<file path="config.mk">
export PLATFORM = sky130hd
export DESIGN_NAME = pipelined_memops_flat
export DESIGN_NICKNAME = d
export VERILOG_FILES = /design/src/rtl/pipelined_memops_if.sv /design/src/rtl/pipelined_memops.sv /design/src/flat_wrapper.sv
export SDC_FILE = /design/constraint.sdc
export NUM_CORES = 1
export LEC_CHECK = 0
export BUFFER_PORTS_ARGS = -buffer_cell sky130_fd_sc_hd__buf_2
export CELL_PAD_IN_SITES_DETAIL_PLACEMENT = 0
export CELL_PAD_IN_SITES_GLOBAL_PLACEMENT = 1
export CORE_ASPECT_RATIO = 1.75
export CORE_UTILIZATION = 29
export CTS_CLUSTER_SIZE = 16
export DETAILED_ROUTE_END_ITERATION = 16
export GPL_TIMING_DRIVEN = 0
export HOLD_SLACK_MARGIN = 0.15
export PLACE_DENSITY = 0.64
export SETUP_SLACK_MARGIN = 0.1
export SYNTH_ARGS = -nofsm -noshare
export SYNTH_HDL_FRONTEND = slang
export SYNTH_SLANG_ARGS = --single-unit
export TNS_END_PERCENT = 10
</file>
<file path="constraint.sdc">
create_clock -name i_clk -period 5.9 [get_ports i_clk]
set_clock_uncertainty 0.1 [all_clocks]
set_input_delay 0.295 -clock i_clk [delete_from_list [all_inputs] [get_ports i_clk]]
set_output_delay 0.295 -clock i_clk [all_outputs]
set_load 0.01 [all_outputs]
</file>
<file path="src/rtl/pipelined_memops_if.sv">
// Pipelined Wishbone bus between the memory-op engine (master) and memory (slave).
interface pipelined_memops_if #(
    parameter int AW = 30
);
    logic          o_wb_cyc_gbl;
    logic          o_wb_cyc_lcl;
    logic          o_wb_stb_gbl;
    logic          o_wb_stb_lcl;
    logic          o_wb_we;
    logic [AW-1:0] o_wb_addr;
    logic [31:0]   o_wb_data;
    logic [3:0]    o_wb_sel;
    logic          i_wb_ack;
    logic          i_wb_stall;
    logic          i_wb_err;
    logic [31:0]   i_wb_data;

    modport master (
        output o_wb_cyc_gbl, o_wb_cyc_lcl, o_wb_stb_gbl, o_wb_stb_lcl, o_wb_we,
               o_wb_addr, o_wb_data, o_wb_sel,
        input  i_wb_ack, i_wb_stall, i_wb_err, i_wb_data
    );

    modport slave (
        input  o_wb_cyc_gbl, o_wb_cyc_lcl, o_wb_stb_gbl, o_wb_stb_lcl, o_wb_we,
               o_wb_addr, o_wb_data, o_wb_sel,
        output i_wb_ack, i_wb_stall, i_wb_err, i_wb_data
    );
endinterface

</file>
<file path="src/rtl/pipelined_memops.sv">
// Pipelined load/store unit: issues CPU memory ops as pipelined Wishbone
// requests, tracks outstanding reads in a return FIFO and realigns results.
module pipelined_memops #(
    parameter int ADDRESS_WIDTH  = 30,
    parameter int LGDEPTH        = 3,
    parameter int IMPLEMENT_LOCK = 0
) (
    input  logic        i_clk,
    input  logic        i_rst,
    input  logic        i_stb,
    input  logic        i_lock,
    input  logic [2:0]  i_op,
    input  logic [31:0] i_addr,
    input  logic [31:0] i_data,
    input  logic [4:0]  i_oreg,
    output logic        o_busy,
    output logic        o_pipe_stalled,
    output logic        o_valid,
    output logic        o_err,
    output logic [4:0]  o_wreg,
    output logic [31:0] o_result,
    pipelined_memops_if.master wb
);
    localparam int AW    = ADDRESS_WIDTH;
    localparam int DEPTH = 1 << LGDEPTH;
    localparam int CW    = LGDEPTH + 1;

    // What a returning ack needs to know to realign its data
    typedef struct packed {
        logic [4:0] oreg;
        logic [1:0] size;
        logic [1:0] off;
    } ret_t;

    logic               cyc_gbl_q, cyc_gbl_d, cyc_lcl_q, cyc_lcl_d;
    logic               stb_gbl_q, stb_gbl_d, stb_lcl_q, stb_lcl_d;
    logic               lock_q, lock_d, valid_q, valid_d, err_q, err_d;
    logic [CW-1:0]      npend_q, npend_d;
    logic [LGDEPTH-1:0] wptr_q, wptr_d, rptr_q, rptr_d;
    logic               we_q, we_d;
    logic [AW-1:0]      addr_q, addr_d;
    logic [31:0]        wdata_q, wdata_d, result_q, result_d;
    logic [3:0]         sel_q, sel_d;
    logic [4:0]         wreg_q, wreg_d;
    ret_t               pend_q, pend_d;
    ret_t               fifo_q [DEPTH];
    ret_t               fifo_d [DEPTH];

    logic        is_local, misaligned, cyc, stb, inflight, full;
    logic        accept, acc_bus, acc_mis, issue, ack, berr, lock_hold;
    logic [CW:0] in_use;
    logic [3:0]  req_sel;
    logic [31:0] req_data, lane;
    ret_t        head;

    // Request decode, stall decision and read-lane extraction
    always_comb begin
        is_local = (i_addr[31:24] == 8'hff);
        cyc      = cyc_gbl_q | cyc_lcl_q;
        stb      = stb_gbl_q | stb_lcl_q;
        inflight = (npend_q != '0) || stb;
        // a request still sitting on STB will occupy a FIFO slot too
        in_use   = {1'b0, npend_q} + (CW+1)'(stb);
        full     = in_use >= (CW+1)'(DEPTH);
        case (i_op[2:1])
            2'b01: begin
                misaligned = i_addr[0];
                req_sel    = i_addr[1] ? 4'b0011 : 4'b1100;
                req_data   = {2{i_data[15:0]}};
            end
            2'b10: begin
                misaligned = 1'b0;
                req_sel    = 4'b1000 >> i_addr[1:0];
                req_data   = {4{i_data[7:0]}};
            end
            default: begin
                misaligned = (i_addr[1:0] != 2'b00);
                req_sel    = 4'b1111;
                req_data   = i_data;
            end
        endcase
        o_pipe_stalled = (stb && wb.i_wb_stall) || full
                       || (inflight && ((i_op[0] != we_q) || (is_local != cyc_lcl_q)))
                       || (misaligned && cyc);
        accept    = i_stb && !o_pipe_stalled;
        acc_bus   = accept && !misaligned;
        acc_mis   = accept && misaligned;
        issue     = stb && !wb.i_wb_stall;
        ack       = cyc && wb.i_wb_ack && (npend_q != '0);
        berr      = cyc && wb.i_wb_err;
        lock_hold = (IMPLEMENT_LOCK != 0) && lock_q && i_lock;
        head      = fifo_q[rptr_q];
        // big-endian lanes: byte offset 0 lives in bits [31:24]
        case (head.size)
            2'b10:   lane = {24'h0, 8'(wb.i_wb_data >> {~head.off, 3'b000})};
            2'b01:   lane = {16'h0, 16'(wb.i_wb_data >> {~head.off[1], 4'b0000})};
            default: lane = wb.i_wb_data;
        endcase
    end

    // Next-state for bus control, pending count, return FIFO and result
    always_comb begin
        cyc_gbl_d = cyc_gbl_q;
        cyc_lcl_d = cyc_lcl_q;
        stb_gbl_d = stb_gbl_q;
        stb_lcl_d = stb_lcl_q;
        npend_d   = npend_q;
        wptr_d    = wptr_q;
        rptr_d    = rptr_q;
        fifo_d    = fifo_q;
        we_d      = we_q;
        addr_d    = addr_q;
        wdata_d   = wdata_q;
        sel_d     = sel_q;
        pend_d    = pend_q;
        wreg_d    = wreg_q;
        result_d  = result_q;
        valid_d   = 1'b0;
        err_d     = 1'b0;
        lock_d    = 1'b0;
        if (berr) begin
            // abandon everything in flight; stray acks after this are ignored
            cyc_gbl_d = 1'b0;
            cyc_lcl_d = 1'b0;
            stb_gbl_d = 1'b0;
            stb_lcl_d = 1'b0;
            npend_d   = '0;
            wptr_d    = '0;
            rptr_d    = '0;
            err_d     = 1'b1;
        end else begin
            case ({issue, ack})
                2'b10:   npend_d = npend_q + 1'b1;
                2'b01:   npend_d = npend_q - 1'b1;
                default: npend_d = npend_q;
            endcase
            if (issue) begin
                fifo_d[wptr_q] = pend_q;
                wptr_d         = wptr_q + 1'b1;
                stb_gbl_d      = 1'b0;
                stb_lcl_d      = 1'b0;
            end
            if (ack) begin
                rptr_d = rptr_q + 1'b1;
                if (!we_q) begin
                    valid_d  = 1'b1;
                    wreg_d   = head.oreg;
                    result_d = lane;
                end
            end
            if (acc_bus) begin
                cyc_gbl_d = !is_local;
                cyc_lcl_d = is_local;
                stb_gbl_d = !is_local;
                stb_lcl_d = is_local;
                we_d      = i_op[0];
                addr_d    = i_addr[AW+1:2];
                wdata_d   = req_data;
                sel_d     = req_sel;
                pend_d    = '{oreg: i_oreg, size: i_op[2:1], off: i_addr[1:0]};
            end else if ((npend_d == '0) && !(stb_gbl_d || stb_lcl_d) && !lock_hold) begin
                cyc_gbl_d = 1'b0;
                cyc_lcl_d = 1'b0;
            end
            if (acc_mis) begin
                err_d  = 1'b1;
                wreg_d = i_oreg;
            end
            lock_d = (IMPLEMENT_LOCK != 0) && i_lock && (cyc_gbl_d || cyc_lcl_d);
        end
    end

    // Control state with synchronous reset
    always_ff @(posedge i_clk) begin
        if (i_rst) begin
            cyc_gbl_q <= 1'b0;
            cyc_lcl_q <= 1'b0;
            stb_gbl_q <= 1'b0;
            stb_lcl_q <= 1'b0;
            lock_q    <= 1'b0;
            valid_q   <= 1'b0;
            err_q     <= 1'b0;
            npend_q   <= '0;
            wptr_q    <= '0;
            rptr_q    <= '0;
        end else begin
            cyc_gbl_q <= cyc_gbl_d;
            cyc_lcl_q <= cyc_lcl_d;
            stb_gbl_q <= stb_gbl_d;
            stb_lcl_q <= stb_lcl_d;
            lock_q    <= lock_d;
            valid_q   <= valid_d;
            err_q     <= err_d;
            npend_q   <= npend_d;
            wptr_q    <= wptr_d;
            rptr_q    <= rptr_d;
        end
    end

    // Datapath registers and FIFO storage need no reset
    always_ff @(posedge i_clk) begin
        we_q     <= we_d;
        addr_q   <= addr_d;
        wdata_q  <= wdata_d;
        sel_q    <= sel_d;
        pend_q   <= pend_d;
        wreg_q   <= wreg_d;
        result_q <= result_d;
        fifo_q   <= fifo_d;
    end

    assign o_busy          = cyc;
    assign o_valid         = valid_q;
    assign o_err           = err_q;
    assign o_wreg          = wreg_q;
    assign o_result        = result_q;
    assign wb.o_wb_cyc_gbl = cyc_gbl_q;
    assign wb.o_wb_cyc_lcl = cyc_lcl_q;
    assign wb.o_wb_stb_gbl = stb_gbl_q;
    assign wb.o_wb_stb_lcl = stb_lcl_q;
    assign wb.o_wb_we      = we_q;
    assign wb.o_wb_addr    = addr_q;
    assign wb.o_wb_data    = wdata_q;
    assign wb.o_wb_sel     = sel_q;
endmodule

</file>
<file path="src/flat_wrapper.sv">
// flat-port wrapper written by rule: the top's interface ports become plain ports
module pipelined_memops_flat 
#(
    parameter int ADDRESS_WIDTH  = 30,
    parameter int LGDEPTH        = 3,
    parameter int IMPLEMENT_LOCK = 0
)
  (i_clk, i_rst, i_stb, i_lock, i_op, i_addr, i_data, i_oreg, o_busy, o_pipe_stalled, o_valid, o_err, o_wreg, o_result, wb_o_wb_cyc_gbl, wb_o_wb_cyc_lcl, wb_o_wb_stb_gbl, wb_o_wb_stb_lcl, wb_o_wb_we, wb_o_wb_addr, wb_o_wb_data, wb_o_wb_sel, wb_i_wb_ack, wb_i_wb_stall, wb_i_wb_err, wb_i_wb_data);
  pipelined_memops_if #(.AW((30))) wb_i ();
  input  logic i_clk;
  input  logic i_rst;
  input  logic i_stb;
  input  logic i_lock;
  input  logic [2:0] i_op;
  input  logic [31:0] i_addr;
  input  logic [31:0] i_data;
  input  logic [4:0] i_oreg;
  output logic o_busy;
  output logic o_pipe_stalled;
  output logic o_valid;
  output logic o_err;
  output logic [4:0] o_wreg;
  output logic [31:0] o_result;
  output wire logic [$bits(wb_i.o_wb_cyc_gbl)-1:0] wb_o_wb_cyc_gbl;
  output wire logic [$bits(wb_i.o_wb_cyc_lcl)-1:0] wb_o_wb_cyc_lcl;
  output wire logic [$bits(wb_i.o_wb_stb_gbl)-1:0] wb_o_wb_stb_gbl;
  output wire logic [$bits(wb_i.o_wb_stb_lcl)-1:0] wb_o_wb_stb_lcl;
  output wire logic [$bits(wb_i.o_wb_we)-1:0] wb_o_wb_we;
  output wire logic [$bits(wb_i.o_wb_addr)-1:0] wb_o_wb_addr;
  output wire logic [$bits(wb_i.o_wb_data)-1:0] wb_o_wb_data;
  output wire logic [$bits(wb_i.o_wb_sel)-1:0] wb_o_wb_sel;
  input wire logic [$bits(wb_i.i_wb_ack)-1:0] wb_i_wb_ack;
  input wire logic [$bits(wb_i.i_wb_stall)-1:0] wb_i_wb_stall;
  input wire logic [$bits(wb_i.i_wb_err)-1:0] wb_i_wb_err;
  input wire logic [$bits(wb_i.i_wb_data)-1:0] wb_i_wb_data;
  assign wb_o_wb_cyc_gbl = wb_i.o_wb_cyc_gbl;
  assign wb_o_wb_cyc_lcl = wb_i.o_wb_cyc_lcl;
  assign wb_o_wb_stb_gbl = wb_i.o_wb_stb_gbl;
  assign wb_o_wb_stb_lcl = wb_i.o_wb_stb_lcl;
  assign wb_o_wb_we = wb_i.o_wb_we;
  assign wb_o_wb_addr = wb_i.o_wb_addr;
  assign wb_o_wb_data = wb_i.o_wb_data;
  assign wb_o_wb_sel = wb_i.o_wb_sel;
  assign wb_i.i_wb_ack = wb_i_wb_ack;
  assign wb_i.i_wb_stall = wb_i_wb_stall;
  assign wb_i.i_wb_err = wb_i_wb_err;
  assign wb_i.i_wb_data = wb_i_wb_data;
  pipelined_memops #(.ADDRESS_WIDTH(ADDRESS_WIDTH), .LGDEPTH(LGDEPTH), .IMPLEMENT_LOCK(IMPLEMENT_LOCK)) u_core (.i_clk(i_clk), .i_rst(i_rst), .i_stb(i_stb), .i_lock(i_lock), .i_op(i_op), .i_addr(i_addr), .i_data(i_data), .i_oreg(i_oreg), .o_busy(o_busy), .o_pipe_stalled(o_pipe_stalled), .o_valid(o_valid), .o_err(o_err), .o_wreg(o_wreg), .o_result(o_result), .wb(wb_i));
endmodule
</file>
==> reports/qor.yml, run 1 <==
die:
  io_pins: 223
  row_count: 80
  core_mm2: 0.0274
  die_x_um: 129
  start_util_pct: 29.6
  dieArea_mm2: 0.0287
  die_h_um: 223
logic_synthesis:
  synth_seq_cells: 201
  syn-num-nets: 646
  synthMostInstantiatedCell: "edfxtp_1"
  synth_top_area_share_pct: 68.3
  yosys.area_share.simple_pct: 8.76
  ys_seq_area_share_pct: 72.3
  yosys.area_share.xor_xnor_pct: 0.862
  synthMuxAreaShare_pct: 6.48
  synth.distinct_cells: 55
  synthAdderAreaFrac_pct: 1.94
  synth_ff_type: "edfxtp_1"
  syn_inst: 523
  synth-edff-count: 185
  synthTopCellsByCount: "185 x edfxtp_1, 65 x nand2_1, 32 x nor2_1"
  synth_top_family_by_area: "simple AND/OR/NAND/NOR gates"
  yosysTopAreaCell: "edfxtp_1"
  async_reset_ff_share_pct: 0
  synth.area.top_cells: "edfxtp_1 68%, dfxtp_1 3.9%, mux4_2 3.9%"
  synth_area_per_cell_um2: 15.5
  ys.warnings.count: 0
  syn_area_mm2: 0.00813
  synth_compound_area_share_pct: 7.71
power:
  swShare_pct: 23.2
  powerDensity_mw_per_mm2: 274
  power.internal_w: 0.00244
  p_switching_w: 0.000739
  pwr-share-clk_pct: 36.4
  p_leak_nw: 4.49
  pwr-share-comb_pct: 11.6
  seqPwrFrac_pct: 52.1
  vdd_drop_max_mv: 0.267
route:
  dr_total_vias: 5738
  wl_per_cell_um: 16.7
  drc: 0
  firstDrtPassIters: 5
  wl_um: 21300
  drtAntennaViolNets: 0
  viasPerCell: 4.49
  drt_iter0_markers: 178
cts:
  clk_pin_slew_ns: 0.06
  clock_path_buffers: 3
  htreeDepth: 1
  cts_sinks: 201
  cts_tree: "built"
  clock_latency_ns: 0.50
  cts_root_buffer: "clkbuf_16"
  cts_inserted_buffers: 20
sta:
  fin_crit_sh_pct: 73.4
  grt_setup_unrepaired: "no"
  drv_slew: 0
  tightest_slew_ns: 1.19
  period_minus_slack_ns: 4.33
  setup_viol: 0
  clock.fmax_ghz: 0.231
  relSlewSlack_pct: 20.6
  hold_viol: 0
  final.setup.tns_ns: 0
worst_setup_path:
  critical_path_class: "flop to flop"
  worstPathRequired_ns: 6.05
  reg2reg_depth: 12
  r2r_slack_ns: 1.57
  arrival_ns: 4.48
  r2r_start: "u_core.rptr_q[0]"
  critical_path.startpoint_type: "flop"
  crit_fanout: 10
  cp-end-kind: "flop"
  timing.rr.end: "u_core.o_result[1]"
cells_and_area:
  antenna_cells: 0
  num-fill-cells: 2576
  nNetsFinal: 1019
  areaGrowthSynthToFinish_pct: 42.8
  fin_area_mm2: 0.0116
  layout-drive-gt1-share_pct: 32.2
worst_hold_path:
  hold_class: "input pin to flop"
  hp-start: "i_stb"
  holdPathStages: 4
  min_to: "u_core.wb.o_wb_cyc_gbl"
placed_design:
  routabilityCongestion: 0.748
  dpl-instance-area_mm2: 0.00976
  port_buffers: 221
  hpwl_um: 14800
run:
  cap_violations: 0
global_routing:
  grt_max_degree: 56
  grt_use_total_pct: 14.7
  grt_pass1_vias: 6164
  antenna_found_initial: 0
  grt_pass1_wl_um: 32400
  overflow: 0
outcome:
  status: "finished clean"
## logic make-up (layout without fill, tap and decap cells)
kind of cell | after synthesis | in the layout
and+or+nand+nor | 147 | 147
adders and majority gates | 12 | 12
AOI/OAI and AO/OA | 87 | 87
DFF | 201 | 201
buffers and inverters | 37 | 422
muxes | 31 | 31
xor gates and xnor gates | 8 | 8
## registers in the layout, summed over array words and instances, names as in the netlist
name                    flops
u_core.fifo_q              72
u_core.wb.o_wb_cyc_lcl      1
u_core.o_wreg               5
u_core.wb.o_wb_we           1
u_core.npend_q              4
u_core.wb.o_wb_data        32
u_core.wb.o_wb_cyc_gbl      1
u_core.o_err                1
u_core.o_result            32
u_core.wptr_q               3
u_core.pend_q               9
u_core.rptr_q               3
u_core.wb.o_wb_addr        30
u_core.o_valid              1
u_core.wb.o_wb_sel          4
u_core.wb.o_wb_stb_lcl      1
u_core.wb.o_wb_stb_gbl      1
## cell type report
class / count / area (um2) / area share (%)
Buffer: 22 / 104 / 0.894
Clock buffer: 27 / 527 / 4.54
Clock inverter: 7 / 52.6 / 0.453
Inverter: 15 / 56.3 / 0.485
Multi-Input combinational cell: 285 / 2110 / 18.1
Sequential cell: 201 / 5880 / 50.6
Tap cell: 369 / 462 / 3.98
Timing Repair Buffer: 351 / 2430 / 20.9
## per-layer routing
layer	GRT usage [%]	vias up	part of all wire [%]	routed length [um]
li1	-	2731	-	-
met1	14.0	2729	35	7490
met2	29.4	245	55	11700
met3	4.00	33	7.8	1650
met4	4.36	0	2.0	430
met5	0	-	0	0
## placed cells by master, fill, tap and decap left out, types with 3 or more instances in the layout
cell type,instances
a21oi_1,22
a221o_1,8
a22o_1,16
a22oi_1,10
and2_1,16
buf_2,225
buf_6,3
clkbuf_1,20
clkbuf_16,20
dfxtp_1,16
dlygate4sd3_1,127
edfxtp_1,185
ha_1,11
inv_1,15
mux2_2,4
mux2i_1,10
mux4_2,14
nand2_1,65
nand2b_1,4
nand3_1,3
nand4_1,3
nor2_1,32
nor2b_1,3
nor3_2,3
o21ai_0,17
o21bai_1,4
or2_2,3
xnor2_1,3
xor2_1,5
## stage by stage
step                hold WS, ns  utilization [%]  instances  setup slack [ns]  total power [W]
finish                    0.232             42.3       1277              1.57          0.00318
global route              0.228             42.3       1277              1.27          0.00329
CTS                       0.214             42.3       1277              1.47          0.00321
detailed placement        0.373             35.6       1116              2.02          0.00198
global placement          0.372             35.4       1113              1.01          0.00198
floorplan                 0.264                -        523              1.98          0.00183
## power by group through the flow
| stage | clock network, W | registers (W) | logic (W) |
|---|---|---|---|
| after CTS | 0.00118 | 0.00166 | 0.000368 |
| final | 0.00116 | 0.00166 | 0.000368 |
| after global placement | 0 | 0.00169 | 0.000286 |
| after floorplan | 0 | 0.00171 | 0.000122 |
| after global routing | 0.00123 | 0.00166 | 0.000399 |
| after detailed placement | 0 | 0.00169 | 0.000295 |
## critical path, cell delays in order (launching register included)
cell and delay [ns]:
dfxtp_1 0.49, buf_2 0.35, buf_2 0.43, mux4_2 0.56, mux2i_1 0.20, inv_1 0.06
ha_1 0.27, clkbuf_1 0.39, or3b_1 0.19, buf_4 0.16, a21oi_1 0.05, a221o_1 0.25
dlygate4sd3_1 0.56
## what timing repair did
item / CTS / global route
resized for setup: 0 / 0
endpoints found under the hold margin: 122 / 0
buffers inserted: 0 / 0
hold buffers: 127 / 0
## worst max-delay path by stage
stage,startpoint,to
finish,u_core.rptr_q[0],u_core.o_result[1]
CTS,u_core.rptr_q[0],u_core.o_result[6]
detailed placement,u_core.rptr_q[0],u_core.o_result[6]
global route,u_core.rptr_q[0],u_core.o_result[5]
floorplan,u_core.wb.o_wb_stb_lcl,u_core.pend_q[0]
global placement,u_core.wb.o_wb_stb_lcl,u_core.wb.o_wb_addr[21]
Note: power is estimated with default switching activity, not from simulation.
==> run 2, diff against run 1 <==
- clock period: 5.9 -> 4.2 ns (I/O delays scaled with it)
==> run 2 against run 1 <==
Count of clock-buffer cells in the layout unchanged. Final cell count down 0.78%. Die area unchanged. Maximum frequency up 15%. Sequential cell count unchanged. Via count down 0.47%. Setup slack worse by 1.1 ns. Core utilization down 0.37 points. Non-clock buffer count down 10. Register-to-register slack worse by 1.1 ns.
==> reports/qor.yml, run 2 (synthesis results as in run 1) <==
cts:
  clk_pin_slew_ns: 0.06
  cts_tree: "built"
  htreeDepth: 1
  cts_setup_buffers: 0
  cts_inserted_buffers: 20
  clock_latency_ns: 0.50
  clock_path_buffers: 3
  cts_root_buffer: "clkbuf_16"
  cts_sinks: 201
placed_design:
  routabilityCongestion: 0.748
  port_buffers: 221
  hpwl_um: 14800
  dpl-instance-area_mm2: 0.00976
worst_hold_path:
  hold_class: "input pin to flop"
route:
  viasPerCell: 4.51
  drtAntennaViolNets: 0
  firstDrtPassIters: 4
  dr_total_vias: 5711
  drt_iter0_markers: 171
  wl_per_cell_um: 16.8
  drc: 0
  wl_um: 21200
run:
  cap_violations: 0
sta:
  tightest_slew_ns: 1.19
  relSlewSlack_pct: 20.6
  final.setup.tns_ns: 0
  period_minus_slack_ns: 3.78
  drv_slew: 0
  setup_viol: 0
  fin_crit_sh_pct: 89.9
  hold_viol: 0
  hold_slack_ns: 0.320
  grt_setup_unrepaired: "no"
  clock.fmax_ghz: 0.265
cells_and_area:
  most-common-layout-cells: "225 x buf_2, 185 x edfxtp_1, 117 x dlygate4sd3_1, 65 x nand2_1, 32 x nor2_1"
  areaGrowthSynthToFinish_pct: 41.6
  final_util_pct: 42.0
  antenna_cells: 0
  largest_reg_flops: 72
  layout-drive-gt1-share_pct: 32.5
  nNetsFinal: 1009
  regMostFlops: "u_core.fifo_q"
  layout_commonest_cell: "buf_2"
  fin_area_mm2: 0.0115
  num-fill-cells: 2581
global_routing:
  overflow: 0
  grt_use_total_pct: 14.6
  grt_max_degree: 56
  antenna_found_initial: 0
  busiest_layer: "met2"
  gr-usage-met2_pct: 29.1
  grt_pass1_wl_um: 32100
  use_met1_pct: 14.0
  grtUsageMet3_pct: 4.03
  grt_pass1_vias: 6090
die:
  core_mm2: 0.0274
  start_util_pct: 29.6
  die_x_um: 129
  row_count: 80
  dieArea_mm2: 0.0287
  io_pins: 223
  die_h_um: 223
worst_setup_path:
  worstPathRequired_ns: 4.35
  critPathTopFamily: "buffers and inverters"
  critical_path.startpoint_type: "flop"
  arrival_ns: 3.93
  critical_path_class: "flop to flop"
  path_common_cell: "buf_2"
  cpMaxStageDelayCell: "mux4_2"
  cp-end-kind: "flop"
  crit_chain: "buf_2 -> buf_2 -> mux4_2 -> mux2i_1 -> inv_1 -> ha_1 -> clkbuf_1 -> or3b_1 -> buf_4 -> a21oi_1 -> a221o_1"
  critPathMaxStageDelay_ns: 0.56
  crit_fanout: 10
  path_buf_inv: 5
power:
  vdd_drop_max_mv: 0.372
  powerDensity_mw_per_mm2: 387
  p_leak_nw: 4.44
outcome:
  status: "finished clean"
[run 2: cell types whose count changed in the layout (fill, tap and decap cells not counted)]
cell | before | now
dlygate4sd3_1 | 127 | 117
[run 2: timing repair]
action / in CTS / in global routing
resized for setup: 0 / 0
hold buffers: 117 / 0
endpoints found under the hold margin: 124 / 0
[run 2: layout make-up]
| cell class | count | area [um2] | area share [%] |
|---|---|---|---|
| clock buffer | 27 | 527 | 4.58 |
| sequential | 201 | 5880 | 51.0 |
| tap | 369 | 462 | 4.01 |
| timing repair buffer | 341 | 2330 | 20.2 |
| multi-input combinational | 285 | 2110 | 18.3 |
| buffer | 22 | 104 | 0.902 |
| inverter | 15 | 56.3 | 0.489 |
| clock inverter | 7 | 52.6 | 0.457 |
[run 2: metrics by stage]
step	worst slack [ns]	power, W	std cells
floorplan	0.277	0.00258	523
global placement	-0.687	0.00278	1113
detailed placement	0.324	0.00278	1116
CTS	0.311	0.00450	1267
global route	0.139	0.00461	1267
finish	0.425	0.00446	1267
[run 2: path summary, 6_finish.rpt]
path                            endpoint  slack [ns]              startpoint  cells past startpoint
setup / recovery      u_core.o_result[3]        0.42        u_core.rptr_q[0]                     11
hold / removal    u_core.wb.o_wb_addr[3]        0.32               i_addr[5]                      2
setup reg to reg      u_core.o_result[3]        0.42        u_core.rptr_q[0]                     11
hold reg to reg   u_core.wb.o_wb_cyc_gbl        0.43  u_core.wb.o_wb_cyc_gbl                      1
[run 2: per-layer routing]
metal / vias up / wire [um]
met1: 2712 / 7450
met4: 0 / 465
li1: 2709 / -
met2: 253 / 11700
met5: - / 0
met3: 37 / 1660
[run 2: report_power, final]
part / switching, W / internal (W)
combinational: 0.000265 / 0.000239
clock: 0.000737 / 0.000888
sequential: 0.0000344 / 0.00229
total: 0.00104 / 0.00342
